==> config.mk <==
export PLATFORM = sky130hd
export DESIGN_NAME = vehicle_demand_tracker
export DESIGN_NICKNAME = d
export VERILOG_FILES = /design/src/rtl/traffic_pkg.sv /design/src/rtl/vehicle_lane_detector.sv /design/src/rtl/vehicle_demand_tracker.sv
export SDC_FILE = /design/constraint.sdc
export NUM_CORES = 1
export LEC_CHECK = 0
export ABC_CLOCK_PERIOD_IN_PS = 4870
export CORE_MARGIN = 1.5
export CORE_UTILIZATION = 30
export CTS_CLUSTER_DIAMETER = 80
export DETAILED_ROUTE_END_ITERATION = 10
export PLACE_DENSITY = 0.49
export SKIP_CTS_REPAIR_TIMING = 1
export SLEW_MARGIN = 20
export SYNTH_ARGS = -nofsm -noshare
export SYNTH_HDL_FRONTEND = slang
export SYNTH_SLANG_ARGS = --single-unit
export TNS_END_PERCENT = 50
==> constraint.sdc <==
create_clock -name clk -period 4.87 [get_ports clk]
set_input_delay 0.974 -clock clk [delete_from_list [all_inputs] [get_ports clk]]
set_output_delay 0.974 -clock clk [all_outputs]
set_load 0.05 [all_outputs]
==> src/rtl/traffic_pkg.sv <==
// traffic_pkg: definitions shared by the traffic-signal codebase.
//   - Lane detector states (ABSENT / PRESENT / STUCK).
//   - Signal FSM state encodings.
//   - Synchroniser depth and width of the internal cycle timers.
package traffic_pkg;

  // Flops in each raw-sensor synchroniser chain.
  localparam int SYNC_STAGES = 2;

  // Width of the debounce, presence and departure timers.
  localparam int TIMER_W = 16;

  // Per-lane vehicle presence state.
  typedef enum logic [1:0] {
    ABSENT  = 2'd0,
    PRESENT = 2'd1,
    STUCK   = 2'd2
  } lane_state_e;

  // Downstream NS/EW signal controller states.
  typedef enum logic [1:0] {
    SIG_NS_GREEN  = 2'd0,
    SIG_NS_YELLOW = 2'd1,
    SIG_EW_GREEN  = 2'd2,
    SIG_EW_YELLOW = 2'd3
  } sig_state_e;

endpackage

==> src/rtl/vehicle_lane_detector.sv <==
// vehicle_lane_detector: conditioning and demand estimation for one lane.
//   clk, rst : clock, asynchronous active-high reset
//   loop     : raw inductive-loop sensor (asynchronous, bouncy)
//   green    : this lane's green from the signal FSM (synchronous)
//   cars     : demand request (queue non-empty or sensor stuck)
//   queue    : estimated vehicles waiting, saturating at QUEUE_MAX
//   fault    : sensor stuck-on flag
module vehicle_lane_detector
  import traffic_pkg::*;
#(
  parameter int DEBOUNCE_CYCLES = 4,
  parameter int DEPART_CYCLES   = 5,
  parameter int QUEUE_MAX       = 15,
  parameter int STUCK_CYCLES    = 200,
  parameter int QW              = $clog2(QUEUE_MAX + 1)
) (
  input  logic          clk,
  input  logic          rst,
  input  logic          loop,
  input  logic          green,
  output logic          cars,
  output logic [QW-1:0] queue,
  output logic          fault
);

  localparam logic [TIMER_W-1:0] T_ZERO     = TIMER_W'(0);
  localparam logic [TIMER_W-1:0] T_ONE      = TIMER_W'(1);
  localparam logic [TIMER_W-1:0] DB_LAST    = TIMER_W'(DEBOUNCE_CYCLES - 1);
  localparam logic [TIMER_W-1:0] DEP_LAST   = TIMER_W'(DEPART_CYCLES - 1);
  localparam logic [TIMER_W-1:0] STUCK_LAST = TIMER_W'(STUCK_CYCLES - 1);
  localparam logic [QW-1:0]      Q_ZERO     = QW'(0);
  localparam logic [QW-1:0]      Q_ONE      = QW'(1);
  localparam logic [QW-1:0]      Q_MAX      = QW'(QUEUE_MAX);

  logic [SYNC_STAGES-1:0] sync_r;
  logic                   sync_s;
  logic                   deb_r;
  logic                   deb_d_r;
  logic [TIMER_W-1:0]     db_cnt_r;
  lane_state_e            state_r;
  lane_state_e            state_next_s;
  logic [TIMER_W-1:0]     pres_cnt_r;
  logic [TIMER_W-1:0]     pres_cnt_next_s;
  logic                   fault_r;
  logic                   fault_next_s;
  logic [TIMER_W-1:0]     dep_cnt_r;
  logic [QW-1:0]          queue_r;
  logic                   arrival_s;
  logic                   dep_run_s;
  logic                   depart_s;

  assign sync_s = sync_r[SYNC_STAGES-1];

  // Synchroniser chain for the asynchronous loop input.
  always_ff @(posedge clk or posedge rst) begin
    if (rst) begin
      sync_r <= {SYNC_STAGES{1'b0}};
    end else begin
      sync_r <= {sync_r[SYNC_STAGES-2:0], loop};
    end
  end

  // Debounce: the level must disagree for DEBOUNCE_CYCLES straight cycles.
  always_ff @(posedge clk or posedge rst) begin
    if (rst) begin
      deb_r    <= 1'b0;
      db_cnt_r <= T_ZERO;
    end else if (sync_s == deb_r) begin
      db_cnt_r <= T_ZERO;
    end else if (db_cnt_r == DB_LAST) begin
      deb_r    <= sync_s;
      db_cnt_r <= T_ZERO;
    end else begin
      db_cnt_r <= db_cnt_r + T_ONE;
    end
  end

  // Delayed debounced level for rising-edge (arrival) detection.
  always_ff @(posedge clk or posedge rst) begin
    if (rst) begin
      deb_d_r <= 1'b0;
    end else begin
      deb_d_r <= deb_r;
    end
  end

  // Both terms are flops, so the arrival pulse is clean for one cycle.
  assign arrival_s = deb_r & ~deb_d_r;

  // Lane FSM state register, presence timer and fault flag.
  always_ff @(posedge clk or posedge rst) begin
    if (rst) begin
      state_r    <= ABSENT;
      pres_cnt_r <= T_ZERO;
      fault_r    <= 1'b0;
    end else begin
      state_r    <= state_next_s;
      pres_cnt_r <= pres_cnt_next_s;
      fault_r    <= fault_next_s;
    end
  end

  // Lane FSM next-state and presence-timer logic.
  always_comb begin
    state_next_s    = state_r;
    pres_cnt_next_s = pres_cnt_r;
    case (state_r)
      ABSENT: begin
        if (deb_r) begin
          state_next_s    = PRESENT;
          pres_cnt_next_s = T_ZERO;
        end else begin
          state_next_s    = ABSENT;
        end
      end
      PRESENT: begin
        if (!deb_r) begin
          state_next_s = ABSENT;
        end else if (pres_cnt_r == STUCK_LAST) begin
          state_next_s = STUCK;
        end else begin
          pres_cnt_next_s = pres_cnt_r + T_ONE;
        end
      end
      STUCK: begin
        if (!deb_r) begin
          state_next_s = ABSENT;
        end else begin
          state_next_s = STUCK;
        end
      end
      default: begin
        state_next_s    = ABSENT;
        pres_cnt_next_s = T_ZERO;
      end
    endcase
  end

  // Lane FSM output: decoded from the next state so the flop tracks STUCK exactly.
  always_comb begin
    fault_next_s = (state_next_s == STUCK);
  end

  // Departures are only estimated while green and something is queued.
  assign dep_run_s = green & (queue_r != Q_ZERO);
  assign depart_s  = dep_run_s & (dep_cnt_r == DEP_LAST);

  // Departure timer: cleared whenever it is not running.
  always_ff @(posedge clk or posedge rst) begin
    if (rst) begin
      dep_cnt_r <= T_ZERO;
    end else if (!dep_run_s || depart_s) begin
      dep_cnt_r <= T_ZERO;
    end else begin
      dep_cnt_r <= dep_cnt_r + T_ONE;
    end
  end

  // Queue count: arrivals up (saturating), departures down; both cancel.
  always_ff @(posedge clk or posedge rst) begin
    if (rst) begin
      queue_r <= Q_ZERO;
    end else begin
      case ({arrival_s, depart_s})
        2'b10: begin
          if (queue_r != Q_MAX) begin
            queue_r <= queue_r + Q_ONE;
          end else begin
            queue_r <= queue_r;
          end
        end
        2'b01:   queue_r <= queue_r - Q_ONE;
        default: queue_r <= queue_r;
      endcase
    end
  end

  // A stuck sensor fails safe by holding the request high.
  assign cars  = (queue_r != Q_ZERO) | fault_r;
  assign queue = queue_r;
  assign fault = fault_r;

endmodule

==> src/rtl/vehicle_demand_tracker.sv <==
// vehicle_demand_tracker: demand front end for the NS/EW signal FSM.
//   clk, rst           : clock, asynchronous active-high reset
//   loop_ns, loop_ew   : raw loop sensors (asynchronous, bouncy)
//   green_N, green_E   : lane greens from the signal FSM
//   cars_ns, cars_ew   : demand requests to the signal FSM
//   queue_ns, queue_ew : estimated vehicle counts
//   fault_ns, fault_ew : sensor stuck-on flags
// The two lanes are independent instances of vehicle_lane_detector.
module vehicle_demand_tracker
  import traffic_pkg::*;
#(
  parameter int DEBOUNCE_CYCLES = 4,
  parameter int DEPART_CYCLES   = 5,
  parameter int QUEUE_MAX       = 15,
  parameter int STUCK_CYCLES    = 200,
  parameter int QW              = $clog2(QUEUE_MAX + 1)
) (
  input  logic          clk,
  input  logic          rst,
  input  logic          loop_ns,
  input  logic          loop_ew,
  input  logic          green_N,
  input  logic          green_E,
  output logic          cars_ns,
  output logic          cars_ew,
  output logic [QW-1:0] queue_ns,
  output logic [QW-1:0] queue_ew,
  output logic          fault_ns,
  output logic          fault_ew
);

  vehicle_lane_detector #(
    .DEBOUNCE_CYCLES(DEBOUNCE_CYCLES),
    .DEPART_CYCLES  (DEPART_CYCLES),
    .QUEUE_MAX      (QUEUE_MAX),
    .STUCK_CYCLES   (STUCK_CYCLES),
    .QW             (QW)
  ) u_lane_ns (
    .clk  (clk),
    .rst  (rst),
    .loop (loop_ns),
    .green(green_N),
    .cars (cars_ns),
    .queue(queue_ns),
    .fault(fault_ns)
  );

  vehicle_lane_detector #(
    .DEBOUNCE_CYCLES(DEBOUNCE_CYCLES),
    .DEPART_CYCLES  (DEPART_CYCLES),
    .QUEUE_MAX      (QUEUE_MAX),
    .STUCK_CYCLES   (STUCK_CYCLES),
    .QW             (QW)
  ) u_lane_ew (
    .clk  (clk),
    .rst  (rst),
    .loop (loop_ew),
    .green(green_E),
    .cars (cars_ew),
    .queue(queue_ew),
    .fault(fault_ew)
  );

endmodule

==> metrics.txt <==
placed cells=approximately 880; vias per inst=4.80; nature of the critical path endpoint=output pin; CTS tree=built; Routed WL=11.7 mm; chain of cells forming the critical path=nor4_1 -> nand2b_1 -> clkdlybuf4s50_1; largest net degree at the start of global routing=between 60 and 70; Crit Reg-Reg Startpoint=u_lane_ew.dep_cnt_r[0]; # IOs=18; Die Width=around 140 um; Num CTS Buffers=17; fin nets=around 660; Num Clock Sinks=118; final cycle utilization of the critical path=0.635; crit path DAT=~2100 ps; Final setup viols=0; Area contributors post-synth=dfrtp_1 (49%), nor2_1 (6.0%), xor2_1 (6.0%), xnor2_1 (4.6%), nand3_1 (2.9%); worst-path maximum fanout=5; Pwr per Cell Area=roughly 470 mW/mm2; Post-synth EDFFs=0; asr flop ratio synth=1.00; Layout area overhead=18.3%; CTS Buffer Depth=2; wire length per cell=12.8 um; vias in the first global route=between 4000 and 5000; Worst-Margin Slew=882 ps; Final HPWL DP=between 7 and 8 mm; DRC Markers=0; post-layout min period=between 3000 and 4000 ps; Initial Util=0.308; port bufs=17; Post-Synthesis Cells=~610; share of layout cells above drive strength 1=0.0926; max incr delay on CP=roughly 700 ps; clock skew=about 6.6 ps; fin area=0.00714 mm2; distinct cell type count after synthesis=between 60 and 70; Worst Setup SP=u_lane_ns.queue[1]; Hold Crit Endpoint=u_lane_ew.sync_r[1]; Post-Place Cell Area=~0.0065 mm2; die area=between 0.02 and 0.025 mm2; WHS Path Cells=0; Tot Pwr=about 3.4 mW; initial antenna violation count=0; first-pass GRT wire length=approximately 21 mm; grt total ovfl=0; First DRT Iteration DRCs=about 190; syn nets=626; Vias=4383; Total GRT Usage=0.128; reg2reg end=u_lane_ew.queue[3]; Hold Startpoint=u_lane_ew.sync_r[0]; clock latency on the worst-skew pair=between 400 and 500 ps; Max Cap Viol=0; setup TNS=0 ps; Worst Path Class, Setup=reg2out; Yosys top cell area share=0.489; Fin. Hold Viols=0; Root Driver=clkbuf_16; register area share after synthesis=0.489; Static Leakage=3.03 nW; Netlist Area Pre-Place=0.00603 mm2; drt first pass iters=4; Pins Over Slew Limit=0; HP Class=reg2reg; die span in y=between 100 and 150 um; FP Rows=51; Synth area leader=dfrtp_1; Primary FF master, synth=dfrtp_1; most common cell after layout, fill and taps aside=dfrtp_1; Post-Syn Area per Cell=approximately 10 um2; RSZ-0062 raised after global routing=no; WP data required=3900 ps; path depth of the worst reg2reg path=10; VDD IR max=approximately 0.00017 V; clock-pin slew on the worst setup and hold paths=roughly 50 ps; R2R Setup Slk=slightly above 2000 ps; H-tree lvl count=4; gpl congestion=~0.78; flops & latches, synth=about 120; most frequent cells in the layout=dfrtp_1 (118), nor2_1 (96), nand2_1 (45); slowest stage cell, crit path=clkdlybuf4s50_1; Final Non-Filler Cells=913; Synth Warn #=0; ant diodes=0; Worst setup SP type=flop; f_max=roughly 320 MHz; status=finished clean; core footprint=0.0196 mm2; ANT nets after route=0; Rel. slew slack=0.412
==> per-layer routing <==
layer | GRT usage | vias up | share of wire
met3 | 0.0375 | 16 | 0.027
met4 | 0.0521 | 0 | 0.019
met2 | 0.197 | 42 | 0.45
met1 | 0.167 | 2144 | 0.50
met5 | 0 | - | 0
li1 | - | 2181 | -
==> registers in the layout, indices dropped and copies added, names as in the netlist <==
register and cells:
u_lane_ew.db_cnt_r 16, u_lane_ew.dep_cnt_r 16, u_lane_ew.pres_cnt_r 16, u_lane_ns.db_cnt_r 16, u_lane_ns.dep_cnt_r 16, u_lane_ns.pres_cnt_r 16
u_lane_ew.queue 4, u_lane_ns.queue 4, u_lane_ew.state_r 2, u_lane_ew.sync_r 2, u_lane_ns.state_r 2, u_lane_ns.sync_r 2
u_lane_ew.deb_d_r 1, u_lane_ew.deb_r 1, u_lane_ew.fault 1, u_lane_ns.deb_d_r 1, u_lane_ns.deb_r 1, u_lane_ns.fault 1
==> area by class of cell <==
cell class / count / area [um2]
inverters: 21 / 81.3
repair buffers: 19 / 198
multi-input cells: 458 / 2960
flip-flops and latches: 118 / 2950
fillers: 1970 / 12500
clock inverters: 9 / 123
well taps: 265 / 332
clock buffers: 23 / 488
==> synth_stat cells (all sizes together), types with 10 or more instances <==
master,instances
and3,14
xor2,41
ha,12
xnor2,32
nor2b,10
nor2,96
nand3,36
o21ai,17
inv,21
dfrtp,118
a21oi,10
nand2,46
nor3,14
nor4,17
nand4,24
==> where the power goes <==
part | total [mW] | internal (mW) | switching, mW
clock | 1.28 | 0.853 | 0.426
combinational | 0.825 | 0.317 | 0.508
sequential | 1.26 | 1.09 | 0.164
total | 3.36 | 2.26 | 1.10
==> critical path, delay by kind of cell, from the launching register on <==
kind	cells	cell delay, ps
AND/OR/NAND/NOR	2	570
buffers and inverters	1	710
flip-flops	1	420
==> through the flow <==
step	worst slack [ps]	hold WS, ps	utilization
final	1780	350	0.364
after global routing	1610	366	0.364
after CTS	1740	351	0.364
after detailed placement	1420	338	0.333
after global placement	1490	337	0.333
after floorplan	767	331	-
==> how the worst max path moves through the flow <==
| stage | end |
|---|---|
| final | cars_ns |
| after global routing | u_lane_ew.queue[3] |
| after CTS | cars_ns |
| after detailed placement | u_lane_ew.queue[3] |
| after global placement | u_lane_ew.queue[3] |
| after floorplan | u_lane_ew.db_cnt_r[0] |
==> kinds of logic after synthesis <==
| group | after synthesis | share of synthesized area |
|---|---|---|
| AO/OA/AOI/OAI | 58 | 0.0643 |
| XOR/XNOR | 73 | 0.106 |
| multiplexers | 10 | 0.0182 |
| adder cells (fa/ha/maj) | 14 | 0.0315 |
| buffers and inverters | 30 | 0.0193 |
| flip-flops | 118 | 0.489 |
| AND/OR/NAND/NOR | 303 | 0.271 |
No activity file was read; power rests on OpenSTA's default activity.
